**src/rtl/wk_mac_accum.sv**
```systemverilog
// wk_mac_accum: multiplies TAPS samples by their Wk ROM weights and emits one 16-bit sum per frame.
// Build option WKMAC_SAT_EN: saturate the scaled result at 16'hFFFF instead of wrapping.
module wk_mac_accum #(
  parameter int TAPS  = 256,
  parameter int ACCW  = 24,
  parameter int SHIFT = 0
) (
  input  logic        CS,
  input  logic        cen,
  input  logic        start,
  input  logic        x_valid,
  input  logic [7:0]  x_in,
  output logic        x_ready,
  output logic [7:0]  add,
  input  logic [7:0]  Wkp,
  output logic [15:0] y_out,
  output logic        y_valid,
  output logic        busy
);

  // state | meaning
  // IDLE  | waiting for start; accumulator result held on y_out
  // RUN   | accepting samples, issuing one ROM address per accept
  // DRAIN | no new samples; letting the two pipeline stages retire
  // DONE  | one cycle: latch scaled result and raise y_valid
  typedef enum logic [1:0] {IDLE, RUN, DRAIN, DONE} state_t;

  localparam logic [7:0] LAST_TAP = 8'(TAPS - 1);

  state_t          state_q;
  logic [7:0]      tap_cnt_q;
  logic [7:0]      add_q;
  logic [7:0]      s1_q;
  logic [7:0]      s2_q;
  logic            v1_q;
  logic            v2_q;
  logic [ACCW-1:0] acc_q;
  logic [ACCW-1:0] acc_d;
  logic [15:0]     y_out_q;
  logic            y_valid_q;
  logic [15:0]     prod;
  logic [15:0]     y_d;
  logic            accept;

  assign accept = (state_q == RUN) && x_valid;

  // s2 and Wkp line up: the ROM answers the address issued two edges before this one
  assign prod = {8'd0, s2_q} * {8'd0, Wkp};

  always_comb begin
    acc_d = acc_q;
    if (v2_q) begin
      acc_d = acc_q + {{(ACCW-16){1'b0}}, prod};
    end
  end

`ifdef WKMAC_SAT_EN
  logic [ACCW-1:0] acc_shr;
  assign acc_shr = acc_q >> SHIFT;
  assign y_d     = (|acc_shr[ACCW-1:16]) ? 16'hFFFF : acc_shr[15:0];
`else
  assign y_d = 16'(acc_q >> SHIFT);
`endif

  always_ff @(posedge CS) begin
    if (!cen) begin
      state_q   <= IDLE;
      tap_cnt_q <= 8'd0;
      add_q     <= 8'd0;
      s1_q      <= 8'd0;
      s2_q      <= 8'd0;
      v1_q      <= 1'b0;
      v2_q      <= 1'b0;
      acc_q     <= '0;
      y_out_q   <= 16'd0;
      y_valid_q <= 1'b0;
    end else begin
      s2_q      <= s1_q;
      v2_q      <= v1_q;
      v1_q      <= 1'b0;
      acc_q     <= acc_d;
      y_valid_q <= 1'b0;
      case (state_q)
        IDLE: begin
          if (start) begin
            acc_q     <= '0;
            tap_cnt_q <= 8'd0;
            state_q   <= RUN;
          end
        end
        RUN: begin
          v1_q <= accept;
          if (accept) begin
            add_q     <= tap_cnt_q;
            s1_q      <= x_in;
            tap_cnt_q <= tap_cnt_q + 8'd1;
            if (tap_cnt_q == LAST_TAP) begin
              state_q <= DRAIN;
            end
          end
        end
        DRAIN: begin
          if (!v1_q && !v2_q) begin
            state_q <= DONE;
          end
        end
        DONE: begin
          y_out_q   <= y_d;
          y_valid_q <= 1'b1;
          state_q   <= IDLE;
        end
        default: state_q <= IDLE;
      endcase
    end
  end

  assign x_ready = (state_q == RUN);
  assign busy    = (state_q != IDLE);
  assign add     = add_q;
  assign y_out   = y_out_q;
  assign y_valid = y_valid_q;

endmodule

```
**config.mk**
```make
export PLATFORM = sky130hd
export DESIGN_NAME = wk_mac_accum
export DESIGN_NICKNAME = d
export VERILOG_FILES = /design/src/rtl/wk_mac_accum.sv
export SDC_FILE = /design/constraint.sdc
export NUM_CORES = 1
export LEC_CHECK = 0
export ABC_CLOCK_PERIOD_IN_PS = 4500
export CORE_MARGIN = 4
export CORE_UTILIZATION = 54
export CTS_BUF_LIST = sky130_fd_sc_hd__clkbuf_8
export CTS_CLUSTER_DIAMETER = 120
export DETAILED_ROUTE_END_ITERATION = 12
export PLACE_DENSITY = 0.79
export RECOVER_POWER = 50
export SLEW_MARGIN = 20
export SYNTH_ARGS = -nofsm -noshare
export SYNTH_HDL_FRONTEND = slang
export SYNTH_SLANG_ARGS = --single-unit
```
**constraint.sdc**
```tcl
create_clock -name CS -period 4.5 [get_ports CS]
set_input_delay 0.45 -clock CS [delete_from_list [all_inputs] [get_ports CS]]
set_output_delay 0.45 -clock CS [all_outputs]
set_load 0.01 [all_outputs]
```
# Word level (Yosys, flattened, before mapping)
# Index checks and enable logic that the tools add are counted.
[word_totals] regBits=77 output_inout_bits=27
[op_classes] n_addsub=2 multipliers=1 n_eq_ne=8 muxes=12 n_reduce_logical=11
[ops] cell="24-bit 2-to-1 mux" count=3
[ops] cell="24-bit by 16-bit adder with 24-bit output" count=1
[ops] cell="8-bit by 8-bit multiplier with 16-bit output" count=1
[ops] cell="8-bit 2-to-1 mux" count=2
[ops] cell="8-bit one-hot mux with 2 select lines" count=1
[ops] cell="8-bit by 1-bit adder with 8-bit output (second input constant)" count=1
[ops] cell="8-bit == test (second input constant)" count=1
[ops] cell="2-bit 2-to-1 mux" count=4
[ops] cell="2-bit one-hot mux with 4 select lines" count=1
[ops] cell="2-bit == test (second input constant)" count=2
[ops] cell="2-bit by 1-bit inequality test with 1-bit output (second input constant)" count=2
[ops] cell="2-bit inequality test (second input constant)" count=2
[ops] cell="2-bit AND reduction" count=2
[ops] cell="4-bit AND reduction" count=1
[ops] cell="2-bit nonzero test" count=2
[ops] cell="3-bit AND reduction" count=1
[ops] cell="2-bit by 1-bit == test with 1-bit output (second input constant)" count=1
[ops] cell="1-bit logical AND" count=2
[ops] cell="1-bit zero test" count=2
[ops] cell="2-bit zero test" count=1
[ops] cell="1-bit 2-to-1 mux" count=1

# Depth between registers and ports, before layout
# Gate-level depths: netlist of the first run.
[depth] depth_word=5 ltp_mapped=17 mapped_depth_nobuf=16

# Worst setup path after synthesis of the first run
# OpenSTA, ideal clock, no wires.
[synth_timing] path_kind="input to register" start="input port Wkp[1]" end="register acc_q[15]" setup_ns=0.072 arrival_ns=4.369 slack_ns=0.060 cell_stages=16 path_buffers=1 cell_sequence="clkbuf_1 > nand2_1 > fa_1 > inv_1 > fa_1 > fa_1 > inv_1 > fa_1 > inv_1 > ha_1 > a21oi_1 > nor2b_1 > a311o_1 > a211o_1 > mux2i_1 > mux2i_1"
[synth_between] elab_chain_cells=5
[synth_lines] element="start, declared" line_no="15" text="input logic [7:0] Wkp,"
[synth_lines] element="8-bit by 8-bit multiplier with 16-bit output *" line_no="48" text="assign prod = {8'd0, s2_q} * {8'd0, Wkp};"
[synth_lines] element="24-bit by 16-bit adder with 24-bit output *" line_no="53" text="acc_d = acc_q + {{(ACCW-16){1'b0}}, prod};"
[synth_lines] element="24-bit 2-to-1 mux *" line_no="52" text="if (v2_q) begin"
[synth_lines] element="24-bit 2-to-1 mux" line_no="85" text="if (start) begin"
[synth_lines] element="24-bit 2-to-1 mux *" line_no="83" text="case (state_q)"
[synth_lines] element="end signal, assigned" line_no="74" text="acc_q <= '0;"
[synth_lines] element="end signal, assigned" line_no="81" text="acc_q <= acc_d;"
[synth_lines] element="end signal, assigned" line_no="86" text="acc_q <= '0;"
[synth_lines] element="end, declared" line_no="37" text="logic [ACCW-1:0] acc_q;"
# Every way passes the cells marked *; elsewhere a longest branch is shown, timed or not.
# A chain may end at the register's enable or synchronous reset.

# Worst setup path in the final report of the first run
[layout_timing] start="register s2_q[0]" end="register acc_q[15]"
[layout_between] elab_chain_cells=5
[layout_lines] element="start, declared" line_no="34" text="logic [7:0] s2_q;"
[layout_lines] element="start signal, assigned" line_no="78" text="s2_q <= s1_q;"
[layout_lines] element="8-bit by 8-bit multiplier with 16-bit output *" line_no="48"
[layout_lines] element="24-bit by 16-bit adder with 24-bit output *" line_no="53"
[layout_lines] element="24-bit 2-to-1 mux *" line_no="52"
[layout_lines] element="24-bit 2-to-1 mux" line_no="85"
[layout_lines] element="24-bit 2-to-1 mux *" line_no="83"
# Marked as above.

==> results.md, run 1 <==
- The pin count of the biggest net entering global routing is between 40 and 50.
- When the netlist entered floorplanning its net count stood at 670.
- The die is roughly 100 um tall.
- The DRC marker count from the first detailed-route iteration is roughly 110.
- The via density per instance is between 5 and 6.
- The site row count is 34.
- The count of pins on the block boundary is 47.
- The detail route stage leaves a number of antenna-violating nets equal to 0.
- The global routing usage summed across all routing layers is about a fifth.
- The number of buffers inserted by post-CTS setup repair is 0.
- The worst hold slack after final layout is 470 ps.
- The post-synthesis register bit count is ~70.
- The total DRC errors in the routed layout is 0.
- Summed over all layers, the global routing overflow is 0.
- The clock drives 69 sinks.
- The final standard cell utilization of the core is slightly below 70%.
- The sequential fraction of design power is 36.8%.
- The final layout contains routed wiring with a total length of about 10000 um.
- The maximum count of clock buffers along a single path is 2.
- The TritonCTS buffer count is 9.
- The initial core utilization is roughly 57%.
- The floorplan step defined a die boundary enclosing 10900 um^2.
- The synthesized instance count is between 500 and 600.
- Clock-pin slew was measured on the worst setup and hold paths at approximately 80 ps.
- The highest fanout seen on the critical path is 4.
- Cells with a size suffix above 1 make up under 10% of the layout.
- The final routed wire length divided by cell count is approximately 14 um.
- The number of nets in the layout is roughly 740.
- The initial antenna violation count is 0.
- For the pin with the worst max-slew slack, the measured transition is about 1400 ps.
- In this run the power density over the cells is about 320 nW/um^2.
- The number of antenna diodes in the final layout is 0.
- Per report_power, the combinational group accounts for approximately 38% of the total.
- The cell area that synthesis handed to floorplanning was between 5000 and 6000 um^2.
- The first global-routing pass estimated 18200 um of wire.
- The worst path uses around 96% of the clock period.
- The number of hold violations in the final report is 0.
- Clock tree synthesis selected as its root buffer the cell clkbuf_8.
- The classification of the worst-slack hold path is flop to flop.
- The worst pin sits at a relative slew slack of 8.29%.
- The fraction of the yosys area taken by sequential cells is 27.5%.
- Setup repair after global routing left no endpoint under its margin.
- In this run the register-to-register setup slack is approximately 170 ps.
- Yosys printed 0 warnings.
- The required time at the endpoint of the critical path is 4770 ps.
- The detailed-placement wirelength estimate is roughly 8400 um.
- Clock latency on the worst-skew pair, taken at its later pin, is around 340 ps.
- The final clock skew is between 10 and 15 ps.
- The worst setup path is captured at a flop.
- Counting flops with an async set or reset pin after synthesis yields a share of 0%.
- The finished cells cover between 5000 and 6000 um^2.
- The maximum clock rate is around 230 MHz.
- The share of power burned in the clock network is between 20% and 30%.
- The area growth from synthesis to layout is 19.2%.
- Among all flip-flop cells after synthesis, the most frequent one is dfxtp_1.
- The net switching power figure is slightly below 0.7 mW.
- By startpoint and endpoint, the worst setup path is classified as flop to flop.
- The share of total power consumed by net switching is about 36%.
- The run finished with clean final reports.
- The max-slew violation count came to 0.
- The area of the core is approximately 8900 um^2.
- Internal power comes to 1.24 mW.
- Setup violations remaining at the end of the flow were counted as 0.
- In this run the number of H-tree levels came out at 3.
- During placement, the flow inserted port buffers numbering 46.
- The hold buffer count at cts is 0.
- At the worst endpoint, the arrival time is around 4600 ps.
- The via count of the first global-routing pass is about 4000.
- The number of unique standard cell types used by synthesis is 39.
- The final critical path time including I/O delays and setup is 4330 ps.
- For this design the static power due to leakage is ~2.8 nW.
- The max-cap violation count is 0.
- Routability-driven placement finished with a final weighted congestion of slightly below 0.9.
- Each instance of the synthesized netlist takes up on average ~9.0 um^2.
- Across all layers, the routed design uses between 3000 and 4000 vias.
- STA classifies the critical path startpoint as a flop.
- The first-pass detailed-route iteration total is 4.
- IR analysis of the VDD net gives a maximum drop of roughly 0.00027 V.
- TritonCTS built the clock tree.
- The floorplan step set the die width to roughly 100 um.
- The number of enable-type register cells in the synthesized netlist is 0.
- The placed instances occupy a cell area of 5790 um^2.
[final cells by class]
type / instances / area, um^2
Sequential cell: 69 / 1400
Clock buffer: 9 / 124
Clock inverter: 6 / 63.8
Timing Repair Buffer: 76 / 658
Inverter: 103 / 387
Fill cell: 756 / 2900
Tap cell: 108 / 135
Multi-Input combinational cell: 373 / 3220
[critical path, stage by stage, from the launching register on]
cell     delay (ps)
dfxtp_2         400
nand2_1         100
fa_1            510
fa_1            550
inv_1            60
fa_1            530
inv_1            60
fa_1            530
inv_1            50
ha_1            300
a21oi_1         150
nor2b_1          60
a311o_1         330
a211o_1         290
mux2i_1         170
mux2i_1         190
[power groups by stage]
stage          sequential (mW)  clock [mW]  combinational (mW)
5_1_grt                  0.718       0.533               0.837
3_5_place_dp             0.720           0               0.736
6_report                 0.710       0.490               0.731
3_3_place_gp             0.716           0               0.709
2_1_floorplan            0.696           0               0.513
4_1_cts                  0.706       0.503               0.742
[final timing paths]
kind | startpoint | end | cells after the start
max | s2_q[0] | acc_q[15] | 15
min | add[1] | add[1] | 2
max reg2reg | s2_q[0] | acc_q[15] | 15
min reg2reg | add[1] | add[1] | 2
[Yosys cell counts, types with 2 or more instances]
| master | instances | share of area (%) |
|---|---|---|
| ha_1 | 41 | 10 |
| xnor2_1 | 8 | 1.4 |
| fa_1 | 50 | 20 |
| o31ai_1 | 3 | 0.45 |
| xor2_1 | 7 | 1.2 |
| nand2b_1 | 3 | 0.37 |
| nand3_1 | 4 | 0.40 |
| and2_1 | 44 | 5.5 |
| nand4_1 | 4 | 0.50 |
| nand2_1 | 71 | 5.3 |
| inv_1 | 102 | 7.6 |
| a21oi_1 | 7 | 0.70 |
| nor2_1 | 28 | 2.1 |
| clkbuf_1 | 12 | 0.90 |
| mux2i_1 | 28 | 5.6 |
| a211oi_1 | 3 | 0.45 |
| o21ai_0 | 9 | 0.90 |
| o22a_1 | 8 | 1.4 |
| o21a_1 | 3 | 0.45 |
| dfxtp_1 | 69 | 27 |
| nor2b_1 | 22 | 2.7 |
| a211o_1 | 2 | 0.35 |
| a31oi_1 | 2 | 0.25 |
| a21o_1 | 3 | 0.45 |
| a21boi_0 | 9 | 1.3 |
| nor3_1 | 4 | 0.40 |
[sequential cells by signal, indices dropped and copies added, names as in the netlist, 2 cells and up]
name       flops
s2_q           8
acc_q         16
state_q        2
add            8
s1_q           8
y_out         16
tap_cnt_q      8
[kinds of logic (layout without fill, tap and decap cells)]
logic type	after synthesis	after routing	synth area share (%)
AND/OR/NAND/NOR	184	184	17.8
buffers and inverters	117	194	8.76
adder cells (fa/ha/maj)	91	91	30.1
flip-flops	69	69	27.5
AO/OA/AOI/OAI	55	55	7.67
multiplexers	28	28	5.57
XOR/XNOR	15	15	2.61
[cells in the final DEF (no fill, tap or decap), types with 3 or more instances in the layout]
cell	synthesis	layout
inv_1	102	102
nand2_1	71	71
dfxtp_1	69	61
fa_1	50	49
ha_1	41	41
and2_1	44	36
buf_4	0	29
mux2i_1	28	28
nor2_1	28	28
dlygate4sd3_1	0	26
nor2b_1	22	22
clkdlybuf4s50_1	0	12
a21boi_0	9	9
clkbuf_8	0	9
xnor2_1	8	8
and2_0	0	8
o22a_1	8	8
o21ai_0	9	7
xor2_1	7	7
a21oi_1	7	6
nand3_1	4	4
nor3_1	4	4
nand4_1	4	4
clkbuf_2	0	4
dfxtp_2	0	4
dfxtp_4	0	4
nand2b_1	3	3
o31ai_1	3	3
o21a_1	3	3
a21o_1	3	3
o21ai_1	1	3
dlygate4sd2_1	0	3
[routing by layer]
layer / vias to the layer above / GRT usage, % / share of wire [%]
li1: 1887 / - / -
met1: 1852 / 24.4 / 42
met2: 61 / 36.9 / 52
met3: 14 / 3.60 / 4.1
met4: 0 / 4.84 / 1.5
met5: - / 0 / 0
[repair_timing]
item,CTS,global route
gates resized for setup,10,26
pin swaps,2,5
setup endpoints to repair,5,8
[through the flow]
step	TNS (ps)	cells	setup WS (ps)	total power, mW
after floorplan	0	559	59.7	1.21
after global placement	-2430	729	-394	1.43
after detailed placement	-3020	729	-484	1.46
after CTS	0	744	23.8	1.95
after global routing	0	744	2.80	2.09
final	0	744	169	1.93
Power figures use the tool's default switching activity.
==> run 2, diff against run 1 <==
--- a/config.mk
+++ b/config.mk
@@ -6,11 +6,13 @@
 export NUM_CORES = 1
 export LEC_CHECK = 0
 export ABC_CLOCK_PERIOD_IN_PS = 4500
+export CAP_MARGIN = 20
 export CORE_MARGIN = 4
 export CORE_UTILIZATION = 54
 export CTS_BUF_LIST = sky130_fd_sc_hd__clkbuf_8
 export CTS_CLUSTER_DIAMETER = 120
 export DETAILED_ROUTE_END_ITERATION = 12
+export GPL_ROUTABILITY_DRIVEN = 0
 export PLACE_DENSITY = 0.79
 export RECOVER_POWER = 50
 export SLEW_MARGIN = 20
==> results of run 2 <==
The final DEF is identical to that of run 1; final timing and power are the same.
==> run 3, diff against run 2 <==
--- a/config.mk
+++ b/config.mk
@@ -5,7 +5,7 @@
 export SDC_FILE = /design/constraint.sdc
 export NUM_CORES = 1
 export LEC_CHECK = 0
-export ABC_CLOCK_PERIOD_IN_PS = 4500
+export ABC_CLOCK_PERIOD_IN_PS = 3600
 export CAP_MARGIN = 20
 export CORE_MARGIN = 4
 export CORE_UTILIZATION = 54
==> constraint.sdc (replaced) <==
create_clock -name CS -period 3.6 [get_ports CS]
set_input_delay 0.36 -clock CS [delete_from_list [all_inputs] [get_ports CS]]
set_output_delay 0.36 -clock CS [all_outputs]
set_load 0.01 [all_outputs]
==> results.md, run 3 (synthesis gave the netlist of run 1 again) <==
- The initial antenna violation count is 0 (unchanged).
- Leaving out fill and tap cells, the most frequent cells in the layout are inv_1, dfxtp_1, nand2_1, buf_4, fa_1.
- The highest fanout seen on the critical path came to 6 (+2).
- The final-report setup violation count came to 9 (+9).
- The total power is 2.78 mW (+44%).
- The flow ran to the end, but the final reports show violations.
- The number of levels the H-tree was split into is 3 (unchanged).
- The maximum count of clock buffers along a single path is 2 (unchanged).
- The TritonCTS buffer count came to 9 (unchanged).
- The number of non-filler instances in the completed layout is 776 (+4.3%).
- The stage delay of the slowest cell on the critical path is 500 ps (-50 ps).
- The clock sink total came to 69 (unchanged).
- The wire length of the first global-routing pass is 19400 um (+6.6%).
- The worst-skew pair later-pin latency is 360 ps (+20 ps).
- The slowest stage of the critical path belongs to the cell fa_1.
- The area of the core came to 8890 um^2 (unchanged).
- Setup repair after global routing could not meet its margin everywhere.
- The clock-pin slew on the worst setup and hold paths is 80 ps (about the same).
- The area of the die was 10900 um^2 (unchanged).
- The total via count in the routed design is 4046 (+6.1%).
- The vertical extent of the die is 104 um (unchanged).
- The relative slew slack is 31.9% (+24 points).
- The count of pins on the block boundary is 47 (unchanged).
- By startpoint and endpoint, the worst setup path is classified as flop to flop.
- The classification of the worst-slack hold path is flop to flop.
- The total power divided by cell area is 417 nW/um^2 (+30%).
- The worst setup path is captured at a flop.
- The width of the die is 104 um (unchanged).
- The number of hold violations in the final report is 0 (unchanged).
- The slew at the pin with the worst max-slew slack is 1020 ps (-354 ps).
- The DRC marker count from the first detailed-route iteration came to 166 (+58%).
- The pin count of the biggest net entering global routing is 23 (-47%).
- The detailed-placement wirelength estimate is 8640 um (+3.1%).
- The area growth from synthesis to layout is 32.3%.
- The number of cells in the design after placement is 750 (+2.9%).
- The worst setup path is launched from a flop.
- The share of layout cells above drive strength 1 is 22.5% (+13 points).
- The maximum ir drop on the vdd rail is 0.000237 V (-14%).
- The checks that failed: setup timing.
- The cell that appears most often on the critical path is fa_1.
- The first-pass detailed-route iteration total is 4 (unchanged).
- The worst setup slack after layout was -600 ps (-769 ps).
- The final clock skew is 12.5 ps (+1.27 ps).
- The total wire length is 11400 um (+11%).
- The critical path goes through buf_6, and2_4, fa_1, fa_2, fa_1, inv_1, fa_1, inv_2, ha_4, buf_4, a311o_1, a211o_1, mux2i_1, mux2i_1.
- The total DRC errors in the routed layout came to 0 (unchanged).
- The root buffer cell is clkbuf_8.
- The required time at the endpoint of the critical path was 3890 ps (-880 ps).
- The global routing usage summed across all routing layers is 21.8% (+1.6 points).
- The number of nets in the layout is 774 (+4.2%).
- The arrival time of data at the critical path endpoint is 4490 ps (-110 ps).
- The library cell used most frequently in the layout, excluding fill and tap cells, is inv_1.
- The final critical path time including I/O delays and setup is 4200 ps (-131 ps).
- The via density per instance is 5.21 (+1.7%).
- The max-slew violation count was 0 (unchanged).
- The final routed wire length divided by cell count came to 14.7 um (+6.3%).
- The via count of the first global-routing pass is 4269 (+5.5%).
- TritonCTS built the clock tree.
- The slack of the worst reg-to-reg path is -600 ps (-770 ps).
- The number of buffers added on ports is 46 (unchanged).
- The number of filler cells placed in the layout is 590 (-22%).
- The hold buffer count at cts is 0 (unchanged).
- The max-cap violation count is 0 (unchanged).
- The initial core utilization is 56.5% (unchanged).
- The total inserted antenna cells was 0 (unchanged).
- The count of antenna-violating nets left after detailed routing is 0 (unchanged).
- The global-route congestion overflow total was 0 (unchanged).
- The maximum clock rate came to 238 MHz (+3.1%).
- The site row count is 34 (unchanged).
- The ratio of final minimum period to clock period came to 117% (+20 points).
- The standby leakage power was 3.04 nW (+7.8%).
## run 3: cell count changes in the layout (fill, tap and decap cells not counted), sizes merged
cell / change
bufinv: +1
inv: +3
clkdlybuf4s50: +1
buf: +32
clkinv: -1
clkinvlp: -2
clkdlybuf4s15: +2
dlygate4sd3: -1
dlygate4sd2: +2
clkbuf: -5
## run 3: stage by stage
step	util [%]	worst slack (ps)	TNS, ps	hold WS, ps	area, um^2
6_report	74.8	-600	-3740	462	6650
2_1_floorplan	-	-450	-1500	428	5260
4_1_cts	73.4	-568	-3540	463	6530
3_3_place_gp	68.9	-1070	-9230	438	6130
5_1_grt	74.8	-707	-5050	480	6650
3_5_place_dp	68.9	-1210	-10300	443	6130
## run 3: area by class of cell
type,count,area (um^2),area share (%)
repair buffers,107,953,14.3
flip-flops and latches,69,1410,21.2
clock inverters,7,103,1.54
multi-input cells,373,3540,53.2
clock buffers,9,124,1.86
well taps,108,135,2.03
inverters,103,387,5.81
## run 3: path summary, 6_finish.rpt
kind / depth (start not counted) / start / endpoint
worst max-delay path: 14 / s2_q[2] / acc_q[15]
worst min-delay path: 2 / add[0] / add[0]
worst max register to register: 14 / s2_q[2] / acc_q[15]
worst min register to register: 2 / add[0] / add[0]
## run 3: worst max-delay path: cells and delay by family (launching register included)
kind,cells,cell delay [ps]
flops,1,380
buf+inv,4,360
simple gates,1,140
compound gates,2,700
fa+ha+maj,5,2160
mux,2,380
## run 3: where the power goes
group,leakage [nW],switching [mW],internal (mW)
Clock,0.117,0.339,0.401
Combinational,2.36,0.610,0.548
Sequential,0.564,0.0538,0.824
## run 3: timing repair
| action | 4_1_cts | 5_1_grt |
|---|---|---|
| pin swaps | 26 | 27 |
| cloned | 0 | 0 |
| gates resized for setup | 44 | 28 |
| buffers inserted | 7 | 4 |
| setup endpoints to repair | 11 | 10 |
## run 3: per-layer routing
layer	track usage (%)	wire length, um	up-vias
met1	25.4	4580	1978
met2	39.8	6160	98
met3	4.16	447	19
li1	-	-	1951
met5	0	0	-
met4	7.31	203	0
